### src/rtl/fpu_mul_pkg.sv
// Types and constants shared by the FPU_MUL mantissa multiplier stages.
// They cover the Booth partial products, the product width and the reduction FSM.
package fpu_mul_pkg;

  localparam int N_MANT = 24;
  localparam int NUM_PP = 13;
  localparam int PROD_W = 2 * N_MANT;

  // One radix-4 Booth partial product. Bit N_MANT+1 is the sign bit.
  typedef logic [N_MANT+1:0] pp_t;

  typedef enum logic [1:0] {
    IDLE  = 2'd0,
    ACCUM = 2'd1,
    DONE  = 2'd2
  } acc_state_e;

  // Number of ACCUM cycles needed to consume num_pp terms at pps terms per cycle.
  function automatic int accum_cycles(input int num_pp, input int pps);
    return (num_pp + pps - 1) / pps;
  endfunction

endpackage

### src/rtl/booth_pp_accumulator_if.sv
// Handshake bundle between signed_area_computation, the PP accumulator and the product consumer.
// Valid/ready rule: a transfer happens on a rising edge where valid and ready are both high.
// The source holds valid and its data stable until that edge, and ready may depend on valid.
interface booth_pp_accumulator_if;
  import fpu_mul_pkg::*;

  logic                i_valid;
  logic                o_ready;
  pp_t                 i_pp [NUM_PP];
  logic [PROD_W-1:0]   i_vector_m;
  logic                o_valid;
  logic                i_ready;
  logic [PROD_W-1:0]   o_product;

  modport master (
    output i_valid, i_pp, i_vector_m, i_ready,
    input  o_ready, o_valid, o_product
  );

  modport slave (
    input  i_valid, i_pp, i_vector_m, i_ready,
    output o_ready, o_valid, o_product
  );

endinterface

### src/rtl/booth_pp_accumulator_pp_shift_add.sv
// Adds the PPS_PER_CYCLE partial products that start at index idx to the accumulator.
// Each term is the magnitude bits [N:0] of the PP, shifted left by 2*index.
module pp_shift_add #(
  parameter int N             = 24,
  parameter int NUM_PP        = 13,
  parameter int WIDTH         = 2 * N,
  parameter int PPS_PER_CYCLE = 2,
  parameter int IDX_W         = 4
) (
  input  logic [WIDTH-1:0] acc,
  input  logic [N+1:0]     pp [NUM_PP],
  input  logic [IDX_W-1:0] idx,
  output logic [WIDTH-1:0] sum
);

  // Scan every slot and keep those inside the window [idx, idx+PPS_PER_CYCLE).
  // Slots past NUM_PP never exist, so they add nothing. The sign bit is left out
  // on purpose: Vector_M already holds that column.
  always_comb begin
    sum = acc;
    for (int i = 0; i < NUM_PP; i++) begin
      if ((i >= int'(idx)) && (i < int'(idx) + PPS_PER_CYCLE)) begin
        sum = sum + (WIDTH'(pp[i][N:0]) << (2 * i));
      end
    end
  end

endmodule

### src/rtl/booth_pp_accumulator.sv
// Iterative Booth partial-product reduction. It captures one PP set and Vector_M,
// then adds PPS_PER_CYCLE shifted PPs per cycle into a WIDTH-bit product.
module booth_pp_accumulator #(
  parameter int N             = fpu_mul_pkg::N_MANT,
  parameter int NUM_PP        = fpu_mul_pkg::NUM_PP,
  parameter int WIDTH         = 2 * N,
  // Legal range is 1..NUM_PP.
  parameter int PPS_PER_CYCLE = 2
) (
  input  logic                     i_clk,
  input  logic                     i_rst_n,
  booth_pp_accumulator_if.slave    bus,
  output logic                     o_busy,
  output fpu_mul_pkg::acc_state_e  o_state
);

  typedef fpu_mul_pkg::acc_state_e state_t;

  localparam int IDX_W = $clog2(NUM_PP + PPS_PER_CYCLE + 1);

  state_t             state;
  state_t             state_nxt;
  logic [IDX_W-1:0]   idx;
  logic [IDX_W-1:0]   idx_nxt;
  logic [WIDTH-1:0]   acc;
  logic [WIDTH-1:0]   acc_sum;
  logic [N+1:0]       pp_bank [NUM_PP];
  logic               ready;
  logic               accept;

  assign idx_nxt = idx + IDX_W'(PPS_PER_CYCLE);

  always_comb begin
    state_nxt = state;
    ready     = 1'b0;
    case (state)
      fpu_mul_pkg::IDLE:  ready = 1'b1;
      fpu_mul_pkg::DONE:  ready = bus.i_ready;
      default:            ready = 1'b0;
    endcase
    accept = bus.i_valid & ready;

    case (state)
      fpu_mul_pkg::IDLE: begin
        if (accept) state_nxt = fpu_mul_pkg::ACCUM;
      end
      fpu_mul_pkg::ACCUM: begin
        if (int'(idx_nxt) >= NUM_PP) state_nxt = fpu_mul_pkg::DONE;
      end
      fpu_mul_pkg::DONE: begin
        // Pop and push in the same cycle skip IDLE, so back-to-back sets have no bubble.
        if (bus.i_ready) state_nxt = accept ? fpu_mul_pkg::ACCUM : fpu_mul_pkg::IDLE;
      end
      default: state_nxt = fpu_mul_pkg::IDLE;
    endcase
  end

  always_ff @(posedge i_clk or negedge i_rst_n) begin
    if (!i_rst_n) begin
      state <= fpu_mul_pkg::IDLE;
    end else begin
      state <= state_nxt;
    end
  end

  pp_shift_add #(
    .N             (N),
    .NUM_PP        (NUM_PP),
    .WIDTH         (WIDTH),
    .PPS_PER_CYCLE (PPS_PER_CYCLE),
    .IDX_W         (IDX_W)
  ) u_pp_shift_add (
    .acc (acc),
    .pp  (pp_bank),
    .idx (idx),
    .sum (acc_sum)
  );

  // Reset wipes the bank and the accumulator, so an interrupted op can never be emitted.
  always_ff @(posedge i_clk or negedge i_rst_n) begin
    if (!i_rst_n) begin
      idx <= '0;
      acc <= '0;
      for (int i = 0; i < NUM_PP; i++) pp_bank[i] <= '0;
    end else if (accept) begin
      idx <= '0;
      acc <= bus.i_vector_m;
      for (int i = 0; i < NUM_PP; i++) pp_bank[i] <= bus.i_pp[i];
    end else if (state == fpu_mul_pkg::ACCUM) begin
      idx <= idx_nxt;
      acc <= acc_sum;
    end
  end

  assign bus.o_ready   = ready;
  assign bus.o_valid   = (state == fpu_mul_pkg::DONE);
  assign bus.o_product = acc;
  assign o_busy        = (state == fpu_mul_pkg::ACCUM);
  assign o_state       = state;

endmodule
### src/flat_wrapper.sv
// flat-port wrapper written by rule: the top's interface ports become plain ports
module booth_pp_accumulator_flat 
#(
  parameter int N             = fpu_mul_pkg::N_MANT,
  parameter int NUM_PP        = fpu_mul_pkg::NUM_PP,
  parameter int WIDTH         = 2 * N,
                              
  parameter int PPS_PER_CYCLE = 2
)
  (i_clk, i_rst_n, o_busy, o_state, bus_i_valid, bus_i_pp, bus_i_vector_m, bus_i_ready, bus_o_ready, bus_o_valid, bus_o_product);
  booth_pp_accumulator_if bus_i ();
  input  logic i_clk;
  input  logic i_rst_n;
  output logic o_busy;
  output fpu_mul_pkg::acc_state_e o_state;
  input wire logic [$bits(bus_i.i_valid)-1:0] bus_i_valid;
  input wire logic [$bits(bus_i.i_pp)-1:0] bus_i_pp;
  input wire logic [$bits(bus_i.i_vector_m)-1:0] bus_i_vector_m;
  input wire logic [$bits(bus_i.i_ready)-1:0] bus_i_ready;
  output wire logic [$bits(bus_i.o_ready)-1:0] bus_o_ready;
  output wire logic [$bits(bus_i.o_valid)-1:0] bus_o_valid;
  output wire logic [$bits(bus_i.o_product)-1:0] bus_o_product;
  assign bus_i.i_valid = bus_i_valid;
  assign bus_i.i_pp = {>>{bus_i_pp}};
  assign bus_i.i_vector_m = bus_i_vector_m;
  assign bus_i.i_ready = bus_i_ready;
  assign bus_o_ready = bus_i.o_ready;
  assign bus_o_valid = bus_i.o_valid;
  assign bus_o_product = bus_i.o_product;
  booth_pp_accumulator #(.N(N), .NUM_PP(NUM_PP), .WIDTH(WIDTH), .PPS_PER_CYCLE(PPS_PER_CYCLE)) u_core (.i_clk(i_clk), .i_rst_n(i_rst_n), .bus(bus_i), .o_busy(o_busy), .o_state(o_state));
endmodule
### config.mk
export PLATFORM = sky130hd
export DESIGN_NAME = booth_pp_accumulator_flat
export DESIGN_NICKNAME = d
export VERILOG_FILES = /design/src/rtl/fpu_mul_pkg.sv /design/src/rtl/booth_pp_accumulator_if.sv /design/src/rtl/booth_pp_accumulator_pp_shift_add.sv /design/src/rtl/booth_pp_accumulator.sv /design/src/flat_wrapper.sv
export SDC_FILE = /design/constraint.sdc
export NUM_CORES = 2
export LEC_CHECK = 0
export ABC_AREA = 1
export CAP_MARGIN = 10
export CELL_PAD_IN_SITES_DETAIL_PLACEMENT = 0
export CELL_PAD_IN_SITES_GLOBAL_PLACEMENT = 2
export CORE_MARGIN = 1
export CORE_UTILIZATION = 32
export CTS_CLUSTER_DIAMETER = 120
export DETAILED_ROUTE_END_ITERATION = 7
export PLACE_DENSITY = 0.92
export SLEW_MARGIN = 25
export SYNTH_ARGS = -nofsm -noshare
export SYNTH_HDL_FRONTEND = slang
export SYNTH_SLANG_ARGS = --single-unit
### constraint.sdc
create_clock -name i_clk -period 21.1 [get_ports i_clk]
set_clock_uncertainty 0.15 [all_clocks]
set_input_delay 6.33 -clock i_clk [delete_from_list [all_inputs] [get_ports i_clk]]
set_output_delay 6.33 -clock i_clk [all_outputs]
set_load 0.1 [all_outputs]
# After elaboration in Yosys (flattened, before gate mapping)
# Cells that the tools add are included.
[op_classes]
n_mux = 23
n_addsub = 15
magnitude_cmp = 27
bitwise = 1
n_reduce_logical = 16
n_eq_ne = 5
[op_table]
columns = ["op", "n"]
rows = [
  ["2-to-1 mux 48 bit", 15],
  ["< comparator 4 x 32 -> 1 bit (first input constant)", 4],
  ["< comparator 5 x 32 -> 1 bit (first input constant)", 4],
  ["< comparator 3 x 32 -> 1 bit (first input constant)", 2],
  ["adder 48 x 25 -> 48 bit", 1],
  ["adder 48 x 27 -> 48 bit", 1],
  ["adder 48 x 29 -> 48 bit", 1],
  ["adder 48 x 31 -> 48 bit", 1],
  ["adder 48 x 33 -> 48 bit", 1],
  ["adder 48 x 35 -> 48 bit", 1],
  ["adder 48 x 37 -> 48 bit", 1],
  ["adder 48 x 39 -> 48 bit", 1],
  ["adder 48 x 41 -> 48 bit", 1],
  ["adder 48 x 43 -> 48 bit", 1],
  ["adder 48 x 45 -> 48 bit", 1],
  ["adder 48 x 47 -> 48 bit", 1],
  ["adder 48 bit", 1],
  ["< comparator 1 x 32 -> 1 bit (first input constant)", 1],
  ["< comparator 2 x 32 -> 1 bit (first input constant)", 1],
  ["greater-or-equal comparator 4 bit (first input constant)", 5],
  ["greater-or-equal comparator 3 x 4 -> 1 bit (first input constant)", 4],
  ["logical AND 1 bit", 13],
  ["greater-or-equal comparator 1 x 4 -> 1 bit (first input constant)", 2],
  ["greater-or-equal comparator 2 x 4 -> 1 bit (first input constant)", 2],
  ["other kinds (17)", 21],
]
[totals]
word_cells = 103
reg_bits = 378
out_inout_bits = 53
inputBits = 390

# Logic depth before layout (Yosys ltp)
[logic_depth]
ltp_word = 30
ltp_mapped = 151

# By module
# A second synthesis with hierarchy kept.
[unflattened]
hier_cells = 6088
hier_area_um2 = 38780.9
[by_module_without_submodules]
columns = ["mod", "instances", "seq_area_each_um2", "cells_per_inst", "area_per_inst_um2"]
rows = [
  ["pp_shift_add", 1, 0.0, 4307, 23430.0],
  ["booth_pp_accumulator", 1, 9784.4, 1781, 15351.0],
]

# Least setup slack after synthesis
# OpenSTA, ideal clock, no wires.
[synth_path]
path_kind = "reg2reg"
from = "register u_core.idx[2]"
to = "register u_core.acc[47], in the netlist u_core.bus.o_product[47]"
slack_ns = 1.955
synth_period_minus_slack_ns = 19.145
required_ns = 20.877
path_buffers = 8
stages_incl_launch_ff = 146
t_arrival_ns = 18.922
cell_sequence = "dfrtp_1 -> nor2_2 -> nand2_2 -> inv_4 -> buf_4 -> buf_2 -> clkbuf_1 -> clkbuf_1 -> buf_1 -> clkbuf_1 -> clkbuf_1 -> buf_1 -> o21ai_0 -> nand2_1 -> inv_1 -> ha_1 -> inv_1 -> fa_1 -> [110 not listed] -> o21ai_0 -> nand2_1 -> nand2_1 -> inv_1 -> nor2_1 -> inv_1 -> a21oi_1 -> inv_1 -> o21ai_0 -> a21oi_1 -> xnor2_1 -> xor2_1 -> nand3_1 -> nand2_1 -> inv_1 -> nand2_1 -> nand3_1 -> nand2_1"
[synth_between]
elab_chain_cells = 30
[synth_rtl]
columns = ["element", "line", "text"]
rows = [
  ["start: declaration", "booth_pp_accumulator.sv:23", "logic [IDX_W-1:0] idx;"],
  ["start signal: assignment", "booth_pp_accumulator.sv:90", "idx <= idx_nxt;"],
  ["adder 4 x 2 -> 5 bit", "booth_pp_accumulator_pp_shift_add.sv:22", "if ((i >= int'(idx)) && (i < int'(idx) + PPS_PER_CYCLE)) begin"],
  ["< comparator 1 x 32 -> 1 bit", "booth_pp_accumulator_pp_shift_add.sv:22", ""],
  ["logical AND 1 bit", "booth_pp_accumulator_pp_shift_add.sv:22", ""],
  ["2-to-1 mux 48 bit", "booth_pp_accumulator_pp_shift_add.sv:22", ""],
  ["adder 48 x 27 -> 48 bit", "booth_pp_accumulator_pp_shift_add.sv:23", "sum = sum + (WIDTH'(pp[i][N:0]) << (2 * i));"],
  ["2-to-1 mux 48 bit", "booth_pp_accumulator_pp_shift_add.sv:22", ""],
  ["adder 48 x 29 -> 48 bit", "booth_pp_accumulator_pp_shift_add.sv:23", ""],
  ["2-to-1 mux 48 bit", "booth_pp_accumulator_pp_shift_add.sv:22", ""],
  ["[14 not listed]", "n/a", ""],
  ["adder 48 x 45 -> 48 bit", "booth_pp_accumulator_pp_shift_add.sv:23", ""],
  ["2-to-1 mux 48 bit", "booth_pp_accumulator_pp_shift_add.sv:22", ""],
  ["adder 48 x 47 -> 48 bit", "booth_pp_accumulator_pp_shift_add.sv:23", ""],
  ["2-to-1 mux 48 bit", "booth_pp_accumulator_pp_shift_add.sv:22", ""],
  ["adder 48 bit", "booth_pp_accumulator_pp_shift_add.sv:23", ""],
  ["2-to-1 mux 48 bit *", "booth_pp_accumulator_pp_shift_add.sv:22", ""],
  ["2-to-1 mux 48 bit *", "booth_pp_accumulator.sv:89", "end else if (state == fpu_mul_pkg::ACCUM) begin"],
  ["2-to-1 mux 48 bit *", "booth_pp_accumulator.sv:85", "end else if (accept) begin"],
  ["end signal: assignment", "booth_pp_accumulator.sv:87", "acc <= bus.i_vector_m;"],
  ["end signal: assignment", "booth_pp_accumulator.sv:91", "acc <= acc_sum;"],
  ["end: declaration", "booth_pp_accumulator.sv:25", "logic [WIDTH-1:0] acc;"],
]
# Every way passes the cells marked *; elsewhere a longest branch is shown, timed or not. The select of a mux whose other input is x is not followed.
# A chain may end at the register's enable or synchronous reset.

# Worst setup path in the final report
[layout_path]
from = "register u_core.acc[0], in the netlist u_core.bus.o_product[0]"
to = "register u_core.acc[47], in the netlist u_core.bus.o_product[47]"
[layout_between]
elab_chain_cells = 28
[layout_rtl]
columns = ["element", "line"]
rows = [
  ["adder 48 x 25 -> 48 bit", "booth_pp_accumulator_pp_shift_add.sv:23"],
  ["2-to-1 mux 48 bit *", "booth_pp_accumulator_pp_shift_add.sv:22"],
  ["adder 48 x 27 -> 48 bit", "booth_pp_accumulator_pp_shift_add.sv:23"],
  ["2-to-1 mux 48 bit *", "booth_pp_accumulator_pp_shift_add.sv:22"],
  ["adder 48 x 29 -> 48 bit", "booth_pp_accumulator_pp_shift_add.sv:23"],
  ["2-to-1 mux 48 bit *", "booth_pp_accumulator_pp_shift_add.sv:22"],
  ["adder 48 x 31 -> 48 bit", "booth_pp_accumulator_pp_shift_add.sv:23"],
  ["2-to-1 mux 48 bit *", "booth_pp_accumulator_pp_shift_add.sv:22"],
  ["[12 not listed]", "n/a"],
  ["adder 48 x 45 -> 48 bit", "booth_pp_accumulator_pp_shift_add.sv:23"],
  ["2-to-1 mux 48 bit *", "booth_pp_accumulator_pp_shift_add.sv:22"],
  ["adder 48 x 47 -> 48 bit", "booth_pp_accumulator_pp_shift_add.sv:23"],
  ["2-to-1 mux 48 bit *", "booth_pp_accumulator_pp_shift_add.sv:22"],
  ["adder 48 bit", "booth_pp_accumulator_pp_shift_add.sv:23"],
  ["2-to-1 mux 48 bit *", "booth_pp_accumulator_pp_shift_add.sv:22"],
  ["2-to-1 mux 48 bit *", "booth_pp_accumulator.sv:89"],
  ["2-to-1 mux 48 bit *", "booth_pp_accumulator.sv:85"],
]
# Marks and branches as above.

==> results.yml <==
setup_path:
  worst_path_largest_cell_delay_ns: 0.40
  kind_of_cell_adding_the_most_delay_to_the_critical_path: "compound AO/OA/AOI/OAI gates"
  kind_of_start_point_of_the_critical_path: "flip-flop"
  worstSetupEndpointType: "flip-flop"
  rr_worst_depth: 132
  regToRegSetupSlack_ns: 1.55
  r2r-start: "u_core.bus.o_product[0]$_DFFE_PN0P_"
  critical_path.slowest_cell: "a21oi_1"
  critPathRequiredTime_ns: 21.48
  critical_path.max_fanout: 4
  critPathArrivalTime_ns: 19.93
  timing.setup.critical_path_class: "reg2reg"
  worstPathBufferInverterCount: 28
  critical-path-top-cell-by-count: "inv_1"
  crit-reg2reg-capture: "u_core.bus.o_product[47]$_DFFE_PN0P_"
cts:
  tritoncts_clock_tree: "built"
  ctsLongestPathBuffers: 3
  total_cts_buffers: 50
  clkLatencyLatePin_ns: 0.64
  sink_count: 377
  clk_pin_slew_ns: 0.06
  root_buffer: "clkbuf_16"
  postCtsHoldBufs: 0
  htree_levels: 2
die:
  core_area_um2: 113000
  die_width_um: 340
  ios: 443
  core.rowCount: 123
  die-area_um2: 116000
  initial_core_util_pct: 32.4
  die_h_um: 340
global_routing:
  grt_pass1_wl_um: 206000
  pin_count_of_the_biggest_net_entering_global_routing: 117
  number_of_global_route_vias_before_repair: 36600
  grt_remaining_overflow: 0
  total_grt_usage_pct: 22.8
  antenna_found_initial: 5
drt:
  vias_per_cell: 4.82
  post_route_ant_nets: 0
  detail_route.iter0.violations: 1857
  totalWireLength_um: 136000
  post-route-drc-count: 0
  drtPass1Iterations: 5
  drt-wirelength-per-cell_um: 17.3
  vias: 37800
cells_and_area:
  finish.net_count: 7054
  stdcell_count: 7845
  drive_gt1_share_pct: 14.9
  layout.cell_area.non_filler_um2: 48000
  syn2layout_area_growth_pct: 31.2
timing:
  finalMaxSlewViolations: 0
  achievable-frequency_ghz: 0.0512
  timing.final.crit_period_ns: 19.55
  fin_crit_sh_pct: 92.7
  worst_hold_slack_across_all_endpoints_ns: 0.334
  finalHoldViolations: 0
  timing.slew.headroom_pct: 23.0
  max_slew.worst_pin.slew_ns: 1.15
  timing.final.setup_violations: 0
hold_path:
  hold_path_startpoint: "u_core.pp_bank[118]$_DFFE_PN0P_"
  worstHoldPathCells: 2
  terminating_pin_of_the_worst_hold_path: "u_core.pp_bank[118]$_DFFE_PN0P_"
  hold_path.class: "reg2reg"
place:
  placed_area_um2: 45300
  place.port_buffers: 428
  numPlacedInstances: 7722
  rd_place_congestion: 0.942
  detailed_place_hpwl_um: 110000
yosys:
  synthCells: 5534
  ys_seq_elements: 377
  synth.distinct_cells: 59
  warning_count_from_the_yosys_run: 0
  synth-async-reset-ratio_pct: 100
  number_of_enable_flip_flop_cells_after_synthesis: 0
  synthesis.nets: 6285
  synth-seq-area-share_pct: 25.8
  avgSynthCellArea_um2: 6.62
  yosys_most_used_dff: "dfrtp_1"
  synth.cell_area_um2: 36600
outcome:
  status: "finished, final reports clean"
job:
  max_cap_violations: 0
## worst max-delay path by stage
| stage | startpoint | to | slack [ns] | cells after the start |
|---|---|---|---|---|
| 2_1_floorplan | u_core.idx[2]$_DFFE_PN0P_ | u_core.bus.o_product[47]$_DFFE_PN0P_ | 1.96 | 145 |
| 3_3_place_gp | u_core.bus.o_product[0]$_DFFE_PN0P_ | u_core.bus.o_product[47]$_DFFE_PN0P_ | 0.17 | 138 |
| 3_5_place_dp | u_core.bus.o_product[0]$_DFFE_PN0P_ | u_core.bus.o_product[47]$_DFFE_PN0P_ | 0.09 | 140 |
| 4_1_cts | u_core.bus.o_product[0]$_DFFE_PN0P_ | u_core.bus.o_product[47]$_DFFE_PN0P_ | 0.02 | 138 |
| 5_1_grt | u_core.bus.o_product[0]$_DFFE_PN0P_ | u_core.bus.o_product[47]$_DFFE_PN0P_ | -0.17 | 148 |
| 6_report | u_core.bus.o_product[0]$_DFFE_PN0P_ | u_core.bus.o_product[47]$_DFFE_PN0P_ | 1.55 | 132 |
## registers in the layout (all words and copies together), names as in the netlist
register and cells:
u_core.pp_bank 324, u_core.o_state 2, u_core.idx 3, u_core.bus.o_product 48
## worst reg2reg max path, delay by kind of cell, from the launching register on
kind | cells | cell delay, ns
adders and majority gates | 15 | 4.69
AOI/OAI and AO/OA | 51 | 7.49
xor gates and xnor gates | 11 | 1.80
and+or+nand+nor | 27 | 2.40
DFF | 1 | 0.37
buffers and inverters | 28 | 2.46
## stage by stage
| stage | utilization [%] | TNS, ns | setup slack [ns] |
|---|---|---|---|
| detailed placement | 40.1 | 0 | 0.0948 |
| CTS | 41.6 | 0 | 0.0203 |
| global route | 42.5 | -0.173 | -0.173 |
| global placement | 40.1 | 0 | 0.169 |
| finish | 42.5 | 0 | 1.55 |
| floorplan | - | 0 | 1.96 |
## cell families (layout without fill, tap and decap cells)
| logic type | count (synthesis) | after routing | synth area share [%] |
|---|---|---|---|
| simple gates | 2820 | 2820 | 32.4 |
| xor+xnor | 264 | 264 | 6.37 |
| compound gates | 985 | 985 | 15.3 |
| flops | 377 | 377 | 25.8 |
| fa+ha+maj | 361 | 361 | 12.6 |
| other cells | 0 | 3 | 0 |
| buf+inv | 727 | 1535 | 7.50 |
## synth_stat cells, drive strengths merged (4+ instances only)
cell	n	area, µm²
ha	348	4350
inv	567	2140
buf	22	91.3
a211oi	4	30.0
xor2	155	1380
fa	13	260
xnor2	109	955
o211ai	40	300
o22ai	4	25.0
nand3	258	1360
o21a	28	210
a21boi	79	593
o21bai	34	255
or2	57	357
nor4	7	50.1
a21o	27	203
nor2	365	1550
clkbuf	129	484
nand2	1999	7710
clkinv	9	33.8
o31ai	10	75.1
nor3	50	277
a31oi	21	131
o21ai	283	1420
a21oi	441	2230
nand3b	12	103
and2	6	37.5
dfrtp	377	9430
nand4	61	400
a221o	4	40.0
## what timing repair did
action                     4_1_cts  5_1_grt
pin swaps                        0      116
buffers inserted                 0       29
setup endpoints to repair        1       10
resized for setup                1      279
## placed cells by master (no fill, tap or decap), types with 50 or more instances in the layout
master,n
nand2_1,1921
inv_1,539
buf_4,438
clkdlybuf4s50_1,421
dfrtp_1,377
a21oi_1,351
ha_1,327
nor2_1,307
nand3_1,242
o21ai_0,206
xor2_1,153
xnor2_1,105
a21oi_2,87
nand2_2,70
nand4_1,58
or2_2,55
o21ai_1,54
a21boi_0,50
clkbuf_16,50
## metal layers
metal / GRT usage [%] / wire, µm
met2: 38.6 / 64600
met3: 2.32 / 4700
met4: 8.60 / 5010
met5: 0 / 13
met1: 29.9 / 61600
## cell type report
type,count,area [µm²]
diodes,3,7.51
clock buffers,63,1350
clock inverters,28,283
fillers,11900,64900
inverters,576,2180
multi-input cells,4430,25300
flip-flops and latches,377,9430
well taps,1500,1880
repair buffers,868,7580
Power is not shown: default switching activity piles up to over one toggle a cycle in this logic, so the estimate is an artifact.
